[src/rtl/store_size_seq_pkg.sv]
// Shared definitions for the sub-word store sequencer.
//   - size encodings presented on st_size / ssize_ctrl
//   - sequencer state encoding
//   - width helper for the read-latency wait counter
package store_size_seq_pkg;

   localparam logic [1:0] SZ_WORD = 2'b00;
   localparam logic [1:0] SZ_HALF = 2'b01;
   localparam logic [1:0] SZ_BYTE = 2'b10;

   typedef enum logic [2:0] {
      IDLE  = 3'd0,
      READ  = 3'd1,
      WAIT  = 3'd2,
      WRITE = 3'd3,
      ERR   = 3'd4
   } state_t;

   // Enough bits to hold RD_LAT-1, plus one so RD_LAT=1 still gets a 1-bit counter.
   function automatic int wait_cnt_w(input int lat);
      return $clog2(lat) + 1;
   endfunction

endpackage

[src/rtl/store_size_seq_rd_wait_cnt.sv]
// Loadable down-counter used to wait out the memory read latency.
// Ports:
//   clk, rst_n : clock, asynchronous active-low reset
//   load       : load RD_LAT-1 (takes priority over dec)
//   dec        : decrement by one, saturating at zero
//   zero       : counter currently equals zero
module rd_wait_cnt
   import store_size_seq_pkg::*;
#(
   parameter int RD_LAT = 1
) (
   input  logic clk,
   input  logic rst_n,
   input  logic load,
   input  logic dec,
   output logic zero
);

   localparam int CW = wait_cnt_w(RD_LAT);
   localparam logic [CW-1:0] LOAD_VAL = CW'(RD_LAT - 1);

   logic [CW-1:0] cnt;

   always_ff @(posedge clk or negedge rst_n) begin
      if (!rst_n) begin
         cnt <= '0;
      end else if (load) begin
         cnt <= LOAD_VAL;
      end else if (dec && (cnt != '0)) begin
         cnt <= cnt - CW'(1);
      end
   end

   assign zero = (cnt == '0);

endmodule

[src/rtl/store_size_seq.sv]
// Multicycle control sequencer for stores. Word stores write directly;
// halfword and byte stores read the word, load it into the MDR and then
// write the merged word. Control only; the datapath carries the data.
// Handshake: a request transfers on the rising edge where st_valid and
// st_ready are both high; st_ready is high only in IDLE, and st_addr /
// st_size are sampled only at that edge.
// Ports:
//   clk, rst_n        : clock, asynchronous active-low reset
//   st_valid/st_ready : request handshake
//   st_addr, st_size  : store address and size (11 behaves as word)
//   st_done           : pulse in the memory write cycle
//   st_err            : pulse when a misaligned halfword is dropped
//   busy              : sequencer is not idle
//   mem_addr          : latched address (0 when idle)
//   mem_rd, mem_wr    : memory strobes
//   mdr_we            : MDR load enable
//   ssize_ctrl        : size select to the store-merge unit
module store_size_seq
   import store_size_seq_pkg::*;
#(
   parameter int AW     = 32,
   parameter int RD_LAT = 1
) (
   input  logic          clk,
   input  logic          rst_n,
   input  logic          st_valid,
   output logic          st_ready,
   input  logic [AW-1:0] st_addr,
   input  logic [1:0]    st_size,
   output logic          st_done,
   output logic          st_err,
   output logic          busy,
   output logic [AW-1:0] mem_addr,
   output logic          mem_rd,
   output logic          mem_wr,
   output logic          mdr_we,
   output logic [1:0]    ssize_ctrl
);

   state_t        state;
   state_t        next_state;
   logic [AW-1:0] addr_q;
   logic [1:0]    size_q;
   logic          accept;
   logic          cnt_load;
   logic          cnt_dec;
   logic          cnt_zero;

   assign accept = st_valid && (state == IDLE);

   rd_wait_cnt #(.RD_LAT(RD_LAT)) u_rd_wait_cnt (
      .clk   (clk),
      .rst_n (rst_n),
      .load  (cnt_load),
      .dec   (cnt_dec),
      .zero  (cnt_zero)
   );

   always_ff @(posedge clk or negedge rst_n) begin
      if (!rst_n) begin
         state  <= IDLE;
         addr_q <= '0;
         size_q <= SZ_WORD;
      end else begin
         state <= next_state;
         if (accept) begin
            addr_q <= st_addr;
            // Fold the reserved code onto word so the merge unit never sees it.
            size_q <= (st_size == 2'b11) ? SZ_WORD : st_size;
         end
      end
   end

   always_comb begin
      next_state = state;
      st_ready   = 1'b0;
      st_done    = 1'b0;
      st_err     = 1'b0;
      mem_rd     = 1'b0;
      mem_wr     = 1'b0;
      mdr_we     = 1'b0;
      cnt_load   = 1'b0;
      cnt_dec    = 1'b0;
      busy       = (state != IDLE);
      mem_addr   = (state != IDLE) ? addr_q : '0;
      ssize_ctrl = (state != IDLE) ? size_q : SZ_WORD;

      case (state)
         IDLE: begin
            st_ready = 1'b1;
            if (st_valid) begin
               if ((st_size == SZ_HALF) && st_addr[0]) begin
                  next_state = ERR;
               end else if ((st_size == SZ_HALF) || (st_size == SZ_BYTE)) begin
                  next_state = READ;
               end else begin
                  next_state = WRITE;
               end
            end
         end
         READ: begin
            mem_rd     = 1'b1;
            cnt_load   = 1'b1;
            next_state = WAIT;
         end
         WAIT: begin
            cnt_dec = 1'b1;
            // Last wait cycle: read data is valid, MDR captures it at this edge.
            if (cnt_zero) begin
               mdr_we     = 1'b1;
               next_state = WRITE;
            end
         end
         WRITE: begin
            mem_wr     = 1'b1;
            st_done    = 1'b1;
            next_state = IDLE;
         end
         ERR: begin
            st_err     = 1'b1;
            next_state = IDLE;
         end
         default: next_state = IDLE;
      endcase
   end

endmodule

[config.mk]
export PLATFORM = sky130hd
export DESIGN_NAME = store_size_seq
export DESIGN_NICKNAME = d
export VERILOG_FILES = /design/src/rtl/store_size_seq_pkg.sv /design/src/rtl/store_size_seq_rd_wait_cnt.sv /design/src/rtl/store_size_seq.sv
export SDC_FILE = /design/constraint.sdc
export NUM_CORES = 1
export LEC_CHECK = 0
export CORE_MARGIN = 2
export CORE_UTILIZATION = 42
export CTS_CLUSTER_SIZE = 14
export DETAILED_ROUTE_END_ITERATION = 10
export PLACE_DENSITY = 0.82
export RECOVER_POWER = 100
export SLEW_MARGIN = 20
export SYNTH_ARGS = -nofsm -noshare
export SYNTH_HDL_FRONTEND = slang
export SYNTH_SLANG_ARGS = --single-unit
[constraint.sdc]
create_clock -name clk -period 2.5 [get_ports clk]
set_clock_uncertainty 0.2 [all_clocks]
set_input_delay 0.75 -clock clk [delete_from_list [all_inputs] [get_ports clk]]
set_output_delay 0.75 -clock clk [all_outputs]
set_load 0.05 [all_outputs]
* After elaboration in Yosys (flattened, before gate mapping)
Cells that the tools add are included.
** Storage, ports and cells
- Register bits after elaboration :: 38
- Output and inout port bits :: 41
- Word-level logic and storage cells :: 39
** Operators by class
- Add/sub/neg operators :: 1
- Eq/ne operators :: 9
- Multiplexer cells :: 17
- Reduce and logical (&&, ||, !) cells :: 8
** Operators by type and width (number)
- $mux W32 :: 1
- $mux W1 :: 9
- $mux W3 :: 3
- $pmux W3 S3 :: 1
- $eq A3 B2 Y1 const B :: 2
- $mux W2 :: 3
- $eq A2 B2 Y1 const B :: 2
- $ne A2 B2 Y1 const B :: 2
- $eq A3 B1 Y1 const B :: 1
- $eq A3 B3 Y1 const B :: 1
- $logic_and A1 B1 Y1 :: 3
- $logic_not A3 Y1 :: 1
- $reduce_bool A3 Y1 :: 1
- $eq A2 B1 Y1 const B :: 1
- $reduce_and A2 Y1 :: 1
- $reduce_bool A2 Y1 :: 1
- $logic_or A1 B1 Y1 :: 1
- $sub A1 B1 Y1 const B :: 1

* Depth between registers and ports, before layout
- Depth in word-level cells :: 6
- Mapped depth :: 4
- Gate-level depth less buffers :: 4

* Modules after synthesis
A second synthesis with hierarchy kept.
** Unflattened totals
- Cell total of the unflattened synthesis :: 135
- Area, all modules :: 1801.7 µm²
** Modules (own cells, without submodules)
- store_size_seq :: times used 1, cells an instance 132, area each 1760.4 µm², sequential area each 925.9 µm²
- rd_wait_cnt :: times used 1, cells an instance 3, area each 41.3 µm², sequential area each 25.0 µm²

* Worst setup path before layout
Ideal clock, no wire load.
- Path type :: register to output
- Start point :: register state[0]
- End point :: output mdr_we
- Arrival :: 2241 ps
- Slack :: -691 ps
- Stages on the path, launching flop included :: 3
- Buffers on the path :: 1
- Cells stage by stage :: dfrtp_1 buf_2 nor4b_1
** Between the ends
- Longest elaborated chain between the ends :: 2
** RTL lines
- from (decl) :: line store_size_seq.sv:40 : state_t state;
- from (signal assigned) :: line store_size_seq.sv:65 : state <= next_state;
- $eq A3 B2 Y1 :: line store_size_seq.sv:88 : case (state)
- $mux W1 :: line store_size_seq.sv:88
- to (decl) :: line store_size_seq.sv:36 : output logic mdr_we,
Every way passes these cells.

* Worst setup path in the final report
- Start point :: input st_valid
- End point :: register addr_q[26]
** Between the ends
- Longest elaborated chain between the ends :: 1
** RTL lines
- from (decl) :: line store_size_seq.sv:26 : input logic st_valid,
- $logic_and A1 B1 Y1 :: line store_size_seq.sv:49 : assign accept = st_valid && (state == IDLE);
- to (signal assigned) :: line store_size_seq.sv:67 : addr_q <= st_addr;
- to (decl) :: line store_size_seq.sv:42 : logic [AW-1:0] addr_q;
Every way passes these cells.
A chain may end at the register's enable or synchronous reset.

==> metrics.md <==
| Metric | Value |
|---|---|
| TritonCTS clock tree | built |
| Pin count of the biggest net entering global routing | 39 |
| Slew headroom | 0.369 |
| Placed cell area | 2630 um^2 |
| 1st-pass router iterations | 4 |
| Vias per Instance | 4.80 |
| Final setup vio count | 0 |
| Setup CP Type | input port to flip-flop |
| Mean routed wirelength per cell | 15.2 um |
| Fillers | 292 |
| CP cell instances | clkdlybuf4s50_1, nor4b_1, clkbuf_2, mux2_2 |
| Num CTS Buffers | 5 |
| Crit path time final | 2.44 ns |
| IO Count | 78 |
| Routability Congestion | 0.787 |
| Highest clock rate | ~410 MHz |
| Clock tree sinks | 38 |
| Max-cap check violation count | 0 |
| Initial antenna violation count | 0 |
| Synth Area per Inst | between 10 and 15 um^2 |
| Fin worst setup slack | 0.0621 ns |
| Synth Instances | 135 |
| #FFs+latches synth | 38 |
| CTS H-tree depth | 2 |
| CP Launch Type | input port |
| Slew Viols, Final | 0 |
| Vias in the first global route | approximately 1300 |
| Reg clk slew, reported paths | approximately 0.070 ns |
| Remaining global-route overflow | 0 |
| Core area | 4060 um^2 |
| Critical Path RT | 2.48 ns |
| First-pass GRT wire length | 6490 um |
| Status | finished clean |
| CP arrival | between 2 and 2.5 ns |
| Die height | 69.6 um |
| Hold WS | 0.303 ns |
| CTS Buffer Depth | 2 |
| Crit-path max cell delay | 0.48 ns |
| Root buffer cell | clkbuf_8 |
| Area delta synth->final | 55.0% |
| Die width | 69.6 um |
| DRT antenna net count | 0 |
| Hold buffer count at CTS | 0 |
| Post-layout instance area | 2800 um^2 |
| Vias | 1305 |
| Critical-path maximum fanout | 18 |
| Mapped cell area | 1810 um^2 |
| Remaining routing DRC violations | 0 |
| Worst-Skew Late Latency | ~0.29 ns |
| Worst Hold Class | flip-flop to flip-flop |
| 1st-iter DRT viols | 27 |
| Unique masters post-synth | 22 |
| Synth Net Count | between 150 and 200 |
| Post-synthesis sequential area ratio | 0.527 |
| Final hold violation count | 0 |
| Fin nets | 261 |
| TNS Setup | 0 ns |
| Post-DP HPWL | 3130 um |
| CP Capture Type | flip-flop |
| Port buffer count | 77 |
| YS warnings | 0 |
| Share of post-route cells with drive strength above 1 | 0.473 |
| Total Die Area | 4840 um^2 |
| Initial core utilization | 0.445 |
| Num rows | 23 |
| Slew @ Worst Pin | 0.946 ns |
| ANT cells | 0 |
| GRT Overall Usage | 0.174 |
| Place WS | 0.0618 ns |
| Final worst-path cycle share | 0.975 |
| RSZ-0062 raised after global routing | true |
| Slowest-stage cell, CP | clkdlybuf4s50_1 |
| DRT Wirelength | 4140 um |
[layout make-up]
type	count	area, um^2	area share
Timing Repair Buffer	89	861	0.308
Clock buffer	5	68.8	0.0246
Clock inverter	3	45.0	0.0161
Sequential cell	38	951	0.340
Inverter	3	11.3	0.00403
Tap cell	50	62.6	0.0224
Multi-Input combinational cell	84	798	0.285
[stage by stage]
stage          instances  utilization
6_report             272        0.689
5_1_grt              272        0.689
4_1_cts              268        0.678
3_5_place_dp         260        0.649
3_3_place_gp         260        0.649
2_1_floorplan        135            -
[cells in the final DEF (no fill, tap or decap)]
master / netlist / final
and2b_1: 15 / 15
o21a_1: 1 / 1
dlygate4sd3_1: 0 / 1
a21o_1: 1 / 1
clkdlybuf4s50_1: 0 / 34
a211oi_1: 2 / 2
xnor2_1: 1 / 1
buf_12: 0 / 3
buf_6: 5 / 20
nor4b_1: 1 / 1
and3_1: 1 / 1
ha_1: 3 / 3
nor2b_1: 19 / 11
nor3b_1: 2 / 1
inv_1: 3 / 3
nor3_4: 0 / 1
buf_8: 0 / 1
nor4b_4: 1 / 1
clkbuf_8: 0 / 5
mux2_2: 32 / 32
and3b_1: 1 / 1
dfrtp_1: 38 / 38
nand2_1: 1 / 1
clkinvlp_4: 0 / 2
nor3b_2: 0 / 1
buf_4: 1 / 24
clkbuf_2: 0 / 6
bufinv_16: 0 / 1
nor2b_2: 0 / 8
mux2_1: 2 / 2
[Yosys cell counts]
library cell	count	area share
nand2_1	1	0.0021
mux2_1	2	0.012
nor3b_1	2	0.0083
a211oi_1	2	0.0083
o21a_1	1	0.0042
buf_2	2	0.0055
xnor2_1	1	0.0049
buf_4	1	0.0042
and2b_1	15	0.062
clkbuf_1	2	0.0042
a21o_1	1	0.0042
buf_6	5	0.031
nor2b_1	19	0.066
and3_1	1	0.0035
ha_1	3	0.021
mux2_2	32	0.20
nor3_1	1	0.0028
nor4b_1	1	0.0049
inv_1	3	0.0062
and3b_1	1	0.0049
nor4b_4	1	0.013
dfrtp_1	38	0.53
[flip-flops by register name, indices dropped and copies added, names as in the netlist]
name / count
u_rd_wait_cnt.cnt: 1
state: 3
size_q: 2
addr_q: 32
[cell families after synthesis]
group,Yosys count,share of synthesized area
and+or+nand+nor,42,0.168
DFF,38,0.527
muxes,34,0.212
buffers and inverters,13,0.0513
AOI/OAI and AO/OA,4,0.0166
adders and majority gates,3,0.0208
xor gates and xnor gates,1,0.00485
[final timing paths]
check                            from    endpoint  slack, ns  cells after the start
min in group asynchronous       rst_n   addr_q[1]       0.39                      1
setup reg to reg             state[2]  addr_q[26]       0.36                      4
max in group asynchronous       rst_n  addr_q[15]       1.13                      1
hold reg to reg            addr_q[12]  addr_q[12]       0.30                      1
hold / removal             addr_q[12]  addr_q[12]       0.30                      1
setup / recovery             st_valid  addr_q[26]       0.06                      4
[metal layers]
metal  vias up  wire length (um)  track usage
met5         -                 0            0
met1       625              1630        0.203
met2        51              2130        0.286
met4         0               126       0.0980
met3        10               253       0.0509
li1        619                 -            -
[critical path, delay by kind of cell]
kind                   cells  cell delay, ns
and+or+nand+nor            1            0.32
buffers and inverters      2            0.94
muxes                      1            0.39
[what timing repair did]
action,4_1_cts,5_1_grt
resized for setup,1,22
setup endpoints to repair,8,23
buffers inserted,0,4
Power is left out: the tool's default activity adds up to more than one toggle a clock period on the data nets, which glitch-free logic cannot reach.
